===== src/rtl/lzss_stream_ctrl.sv =====
// lzss_stream_ctrl: feeds source words from on-chip memory to the LZSS
// encoder, signals end of input, then drains codewords into a result memory
// until the encoder finishes or the drain timer expires.
module lzss_stream_ctrl #(
   parameter int ADDR_W  = 10,
   parameter int OUT_AW  = 12,
   parameter int TIMEOUT = 1024
) (
   input  logic              clk,
   input  logic              reset,
   input  logic              start,
   input  logic [ADDR_W:0]   word_count,
   output logic              src_rd,
   output logic [ADDR_W-1:0] src_addr,
   input  logic [31:0]       src_rdata,
   output logic [31:0]       enc_data,
   output logic              enc_data_valid,
   output logic              enc_drop_done,
   input  logic              enc_busy,
   input  logic [10:0]       enc_codeword,
   input  logic              enc_out_valid,
   input  logic              enc_finish,
   output logic              out_wr,
   output logic [OUT_AW-1:0] out_addr,
   output logic [10:0]       out_wdata,
   output logic [11:0]       cw_total,
   output logic              done,
   output logic              err
);

   localparam logic [2:0] IDLE    = 3'd0;
   localparam logic [2:0] FETCH   = 3'd1;
   localparam logic [2:0] WAIT_RD = 3'd2;
   localparam logic [2:0] PRESENT = 3'd3;
   localparam logic [2:0] DROP    = 3'd4;
   localparam logic [2:0] DRAIN   = 3'd5;
   localparam logic [2:0] DONE    = 3'd6;

   localparam int TW = $clog2(TIMEOUT) + 1;

   logic [2:0]        state;
   logic [ADDR_W:0]   remaining;
   logic [ADDR_W-1:0] rd_ptr;
   logic [OUT_AW-1:0] wr_ptr;
   logic [31:0]       hold;
   logic [TW-1:0]     timer;
   logic              accept;
   logic              cap_en;

   // A job can only be (re)started from IDLE or DONE; codewords are only
   // captured while a job is actually running.
   assign accept = start && (state == IDLE || state == DONE);
   assign cap_en = (state != IDLE) && (state != DONE);

   assign src_rd         = (state == FETCH);
   assign src_addr       = rd_ptr;
   assign enc_data       = hold;
   assign enc_data_valid = (state == PRESENT) && !enc_busy;
   assign enc_drop_done  = (state == DROP);
   assign done           = (state == DONE);

   // Job sequencer: fetch/present loop, end-of-input strobe, drain with timeout.
   always_ff @(posedge clk or posedge reset) begin
      if (reset) begin
         state     <= IDLE;
         remaining <= '0;
         rd_ptr    <= '0;
         hold      <= '0;
         timer     <= '0;
         err       <= 1'b0;
      end else begin
         case (state)
            IDLE, DONE: begin
               if (accept) begin
                  remaining <= word_count;
                  rd_ptr    <= '0;
                  err       <= 1'b0;
                  state     <= (word_count == '0) ? DROP : FETCH;
               end
            end
            FETCH: state <= WAIT_RD;
            WAIT_RD: begin
               hold      <= src_rdata;
               rd_ptr    <= rd_ptr + ADDR_W'(1);
               remaining <= remaining - (ADDR_W+1)'(1);
               state     <= PRESENT;
            end
            PRESENT: begin
               if (!enc_busy)
                  state <= (remaining != '0) ? FETCH : DROP;
            end
            DROP: begin
               timer <= '0;
               state <= DRAIN;
            end
            DRAIN: begin
               if (enc_finish) begin
                  err   <= 1'b0;
                  state <= DONE;
               end else if (enc_out_valid) begin
                  timer <= '0;
               end else if (timer == TW'(TIMEOUT - 1)) begin
                  err   <= 1'b1;
                  state <= DONE;
               end else begin
                  timer <= timer + TW'(1);
               end
            end
            default: state <= IDLE;
         endcase
      end
   end

   // Codeword capture: register each valid codeword and write it one cycle later.
   always_ff @(posedge clk or posedge reset) begin
      if (reset) begin
         out_wr    <= 1'b0;
         out_addr  <= '0;
         out_wdata <= '0;
         wr_ptr    <= '0;
         cw_total  <= '0;
      end else begin
         out_wr <= cap_en && enc_out_valid;
         if (accept) begin
            wr_ptr   <= '0;
            cw_total <= '0;
         end else if (cap_en && enc_out_valid) begin
            out_addr  <= wr_ptr;
            out_wdata <= enc_codeword;
            wr_ptr    <= wr_ptr + OUT_AW'(1);
            if (cw_total != 12'hFFF)
               cw_total <= cw_total + 12'd1;
         end
      end
   end

endmodule


===== config.mk =====
export PLATFORM = sky130hd
export DESIGN_NAME = lzss_stream_ctrl
export DESIGN_NICKNAME = d
export VERILOG_FILES = /design/src/rtl/lzss_stream_ctrl.sv
export SDC_FILE = /design/constraint.sdc
export NUM_CORES = 1
export LEC_CHECK = 0
export CORE_MARGIN = 2
export CORE_UTILIZATION = 44
export CTS_CLUSTER_DIAMETER = 30
export DETAILED_ROUTE_END_ITERATION = 10
export GPL_TIMING_DRIVEN = 0
export HOLD_SLACK_MARGIN = 0.1
export PLACE_DENSITY = 0.76
export SLEW_MARGIN = 40
export SYNTH_ARGS = -nofsm -noshare
export SYNTH_HDL_FRONTEND = slang
export SYNTH_SLANG_ARGS = --single-unit

===== constraint.sdc =====
create_clock -name clk -period 4.11 [get_ports clk]
set_clock_uncertainty 0.1 [all_clocks]
set_input_delay 0.822 -clock clk [delete_from_list [all_inputs] [get_ports clk]]
set_output_delay 0.822 -clock clk [all_outputs]
set_load 0.005 [all_outputs]

==> impl_metrics.tcl, run 1 <==
set metrics [dict create \
    status "complete, no violations" \
    power_leakage_nw 3.523 \
    hold_violations 0 \
    grt_pass1_wl_mm 23.26 \
    htree_levels 4 \
    post-route-min-period_ns 3.320 \
    cts_buffers 17 \
    syn-cell-area_mm2 0.005424 \
    cts_tree "yes" \
    cp_max_fo 10 \
    setup_violations 0 \
    startpoint_type "register" \
    track_usage 0.2241 \
    ant_nets 0 \
    drt_pass1_iterations 5 \
    dominantRegCellSynth "dfrtp_1" \
    nets 825 \
    max_stage_delay_ns 0.62 \
    layout_common_cells "nand2_1 (211), clkdlybuf4s50_1 (142), dfrtp_1 (116)" \
    holdBufCountCts 0 \
    slew_headroom 0.5611 \
    dp_hpwl_mm 10.19 \
    grt_pass1_vias 4882 \
    core_area_mm2 0.01201 \
    maxSlewViolCount 0 \
    finalSetupTns_ns 0 \
    io_pins 143 \
    cp_cell_sequence "buf_2 -> buf_1 -> nor3_1 -> clkdlybuf4s50_1" \
    fin_crit_sh 0.8077 \
    cts_resized 0 \
    cts.sinks 116 \
    synth_seq_area_share 0.5352 \
    synth_nets 663 \
    cap_violations 0 \
    final_util 0.6363 \
    arrival_ns 2.40 \
    max_freq_mhz 301.2 \
    rsz0062_at_grt "no" \
    die_w_um 115.0 \
    routed_via_density 5.497 \
    worstSetupPathType "reg -> out" \
    insertion_delay_ns 0.42 \
    wire_per_inst_um 15.56 \
    avgSynthCellArea_um2 9.070 \
    vias 5052 \
    async_reset_ff_frac 1.000 \
    syn_inst 598 \
    grt-ovfl-total 0 \
    start_util 0.4516 \
    yosys_register_bits 116 \
    drt-total-wl_mm 14.30 \
    worstSetupEndpointType "output pin" \
    cts_root_buf "clkbuf_16" \
    final_common_cell "nand2_1" \
    min_path_type "reg -> reg" \
    drcViolationCount 0 \
    ir_drop_mv 0.3602 \
    place.gp.congestion 0.8393 \
    drtIter0Drc 238 \
    ys_types 56 \
    cts.clk_slew.worst_paths_ns 0.05 \
    drive_above_1_share 0.06218 \
    dieArea_mm2 0.01323 \
    antenna_found_initial 0 \
    cp_slowest_cell "clkdlybuf4s50_1" \
    synth-edff-count 0 \
    yosys_warnings 0 \
    crit_required_ns 3.19 \
    place.port_buffers 142 \
    holdWs_ns 0.3730 \
    area_growth_pct 40.90 \
    tightestPinTransition_ns 0.6584 \
    ctsLongestPathBuffers 2 \
    fillers 1036 \
    rows 40 \
    grt_start_max_net_pins 82 \
    insertedDiodeCount 0 \
    cts_setup_buffers 0 \
    powerDensity_mw_per_mm2 665.9 \
    die_height_um 115.0 \
]
-- cell families after synthesis --
kind of cell,Yosys count,share of synthesized area
AOI/OAI and AO/OA,84,0.1040
xor gates and xnor gates,8,0.01292
DFF,116,0.5352
adders and majority gates,5,0.01153
muxes,15,0.02791
buffers and inverters,44,0.03322
and+or+nand+nor,326,0.2752
-- layout make-up --
class	instances	area, um2	area share
inverter	19	78.83	0.01031
buffer	25	108.9	0.01424
sequential	116	2903	0.3798
multi-input combinational	438	2341	0.3063
tap	147	183.9	0.02407
clock inverter	9	103.9	0.01359
clock buffer	22	474.2	0.06205
timing repair buffer	143	1449	0.1896
-- final timing paths --
path / startpoint / cells past startpoint / slack, ns / end
worst max-delay path: state[0] / 4 / 0.79 / enc_drop_done
worst min-delay path: out_wdata[2] / 2 / 0.37 / out_wdata[2]
worst max register to register: state[0] / 6 / 1.78 / remaining[8]
worst min register to register: out_wdata[2] / 2 / 0.37 / out_wdata[2]
max in group asynchronous: reset / 3 / 2.57 / out_wdata[1]
min in group asynchronous: reset / 2 / 0.66 / enc_data[20]
-- critical path, delay by kind of cell, from the launching register on --
family | cells | cell delay (ns)
simple gates | 1 | 0.57
flops | 1 | 0.35
buf+inv | 3 | 1.06
-- registers in the layout, indices dropped and copies added, names as in the netlist, 10 cells and up --
name,count
out_addr,12
out_wdata,11
cw_total,12
enc_data,32
src_addr,10
remaining,11
timer,11
wr_ptr,12
-- per-stage QoR --
| step | cells | instance area [um2] | total power [W] | worst slack [ns] |
|---|---|---|---|---|
| after floorplan | 598 | 5424 | 0.002690 | 0.1156 |
| after global placement | 887 | 7029 | 0.003571 | -1.494 |
| after detailed placement | 888 | 7064 | 0.003651 | 1.029 |
| after CTS | 919 | 7642 | 0.005126 | 0.7505 |
| after global routing | 919 | 7642 | 0.005432 | 0.6950 |
| final | 919 | 7642 | 0.005089 | 0.7902 |
-- per-layer routing --
metal	global-route usage	wire length, um
met4	0.1020	311
met2	0.3569	6818
met5	0	0
met1	0.2725	5915
met3	0.08329	1256
-- power breakdown --
part	switching, W	total, W	internal, W	leakage (nW)
Combinational	0.000924	0.00183	0.000908	1.74
Clock	0.000511	0.00144	0.000931	0.282
Sequential	0.000294	0.00181	0.00152	1.50
Total	0.00173	0.00509	0.00336	3.52
-- synthesized netlist by cell type (all sizes together) (6+ instances only) --
master  count  share of area
mux2i      14          0.026
or3         6         0.0069
inv        19          0.013
xor2        6         0.0097
nor3       13          0.014
and4        6         0.0097
o21ai      25          0.024
buf         9         0.0090
o211ai     11          0.015
clkbuf     16          0.011
and3       13          0.015
nand3      25          0.023
nand2     211           0.15
a21oi      13          0.012
nand4      10          0.012
a211o       6         0.0097
nor2       17          0.012
dfrtp     116           0.54
Power figures use the tool's default switching activity.
==> inputs of run 2 (changes only) <==
- clock period: 4.11 -> 2.7 ns (I/O delays scaled with it)
==> run 2 against run 1 <==
- die area stayed put
- first-iteration DRC count is 16% higher
- via count is 2.1% lower
- core utilization rose by 0.46 points
- worst setup slack got worse by 0.68 ns
- largest power group unchanged
- clock-buffer cell count grew 2
- critical path type unchanged
- largest cell class unchanged
==> impl_metrics.tcl, run 2 (same netlist as run 1, synthesis figures left out) <==
set metrics [dict create \
    status "complete, no violations" \
    fin_total_pwr_w 0.007595 \
    place_area_mm2 0.007156 \
    cts_setup_buffers 0 \
    area_growth_pct 41.91 \
    grt-ovfl-total 0 \
    arrival_ns 1.95 \
    routed_via_density 5.369 \
    finalWorstSetupSlack_ns 0.1053 \
    worstSetupPathType "reg -> out" \
    insertion_delay_ns 0.42 \
    grt_pass1_vias 4788 \
    fillers 990 \
    crit_required_ns 2.06 \
    insertedDiodeCount 0 \
    cts.sinks 116 \
    largest_reg_flops 32 \
    final_common_cell "nand2_1" \
    start_util 0.4516 \
    final_util 0.6408 \
    ctsLongestPathBuffers 2 \
    grt_start_max_net_pins 28 \
    dieArea_mm2 0.01323 \
    hold_violations 0 \
    htree_levels 4 \
    tightestPinTransition_ns 0.7192 \
    drt-total-wl_mm 13.97 \
    p_sw_frac 0.3403 \
    die_height_um 115.0 \
    post-route-min-period_ns 2.595 \
    p_clk_frac 0.266 \
    drive_above_1_share 0.06589 \
    cts_buffers 17 \
    rsz0062_at_grt "no" \
    maxSlewViolCount 0 \
    ant_nets 0 \
    cp_max_fo 10 \
    ir_drop_mv 0.6126 \
    slew_headroom 0.5205 \
    place.port_buffers 142 \
    wire_per_inst_um 15.16 \
    worstSetupEndpointType "output pin" \
    dp_hpwl_mm 10.13 \
    powerDensity_mw_per_mm2 986.6 \
    intPower_w 0.005010 \
    rows 40 \
    vias 4945 \
    cts_root_buf "clkbuf_16" \
    min_path_type "in -> async" \
    drcViolationCount 0 \
    nets 828 \
    cts.clk_slew.worst_paths_ns 0.05 \
    switching_power_w 0.002585 \
    die_w_um 115.0 \
    io_pins 143 \
    fin_crit_sh 0.9610 \
    holdWs_ns 0.3275 \
    cts_tree "yes" \
    place.gp.congestion 0.8346 \
    layout_common_cells "nand2_1 (211), clkdlybuf4s50_1 (142), dfrtp_1 (115)" \
    antenna_found_initial 0 \
    drt_pass1_iterations 6 \
    combPwrFrac 0.371 \
    power_leakage_nw 3.547 \
    setup_violations 0 \
    drtIter0Drc 275 \
    max_freq_mhz 385.4 \
    core_area_mm2 0.01201 \
    p_seq_frac 0.363 \
    pre_cts_ws_ns -0.05692 \
    grt_pass1_wl_mm 23.05 \
    finalInstanceArea_mm2 0.007697 \
    track_usage 0.2217 \
    cap_violations 0 \
    startpoint_type "register" \
]
[run 2: cell types whose count changed in the layout (fill, tap and decap cells not counted), sizes merged]
cell      before  now
clkbuf        38   40
inv           19   18
clkinvlp       2    1
bufinv         2    1
buf           10   13
[run 2: layout make-up]
cell class | instances | area [um2] | area share
plain buffers | 24 | 107.6 | 0.01398
multi-input cells | 438 | 2356 | 0.3061
clock buffers | 24 | 471.7 | 0.06128
clock inverters | 6 | 55.05 | 0.007152
repair buffers | 147 | 1544 | 0.2006
inverters | 19 | 75.07 | 0.009753
flip-flops and latches | 116 | 2904 | 0.3773
well taps | 147 | 183.9 | 0.02389
[run 2: worst max-delay path, stage by stage (launching register included)]
cell and delay (ns):
dfrtp_2 0.41, buf_4 0.18, inv_1 0.10, nor3_4 0.29, clkdlybuf4s50_1 0.56
[run 2: what timing repair did]
| item | 4_1_cts | 5_1_grt |
|---|---|---|
| setup endpoints to repair | 4 | 3 |
| pin swaps | 0 | 0 |
| gates cloned | 0 | 0 |
| gates resized for setup | 4 | 2 |
| hold buffers | 0 | 0 |
[run 2: power groups by stage]
stage               sequential (W)  clock, W  combinational, W
finish                     0.00276   0.00202           0.00282
global route               0.00282   0.00214           0.00316
CTS                        0.00275   0.00205           0.00283
detailed placement         0.00276         0           0.00280
global placement           0.00273         0           0.00271
floorplan                  0.00273         0           0.00137
[run 2: routing by layer]
metal  vias up  wire [um]  global-route usage
li1       2400          -                   -
met1      2329       6253              0.2898
met2       200       6378              0.3455
met3        16       1137             0.07644
met4         0        196             0.07791
met5         -          0                   0
[run 2: worst paths after layout]
kind / start / end / slack (ns) / cells past startpoint
max: state[2] / enc_drop_done / 0.11 / 4
min: reset / timer[5] / 0.33 / 2
max reg2reg: state[0] / enc_data[23] / 0.37 / 7
min reg2reg: out_wdata[9] / out_wdata[9] / 0.37 / 2
max in group asynchronous: reset / enc_data[1] / 1.40 / 5
min in group clk: out_wdata[9] / out_wdata[9] / 0.37 / 2
[run 2: per-stage QoR]
stage | TNS (ns) | cells
after floorplan | 0 | 598
after global placement | -52.71 | 887
after detailed placement | -0.5823 | 892
after CTS | 0 | 921
after global routing | 0 | 921
final | 0 | 921
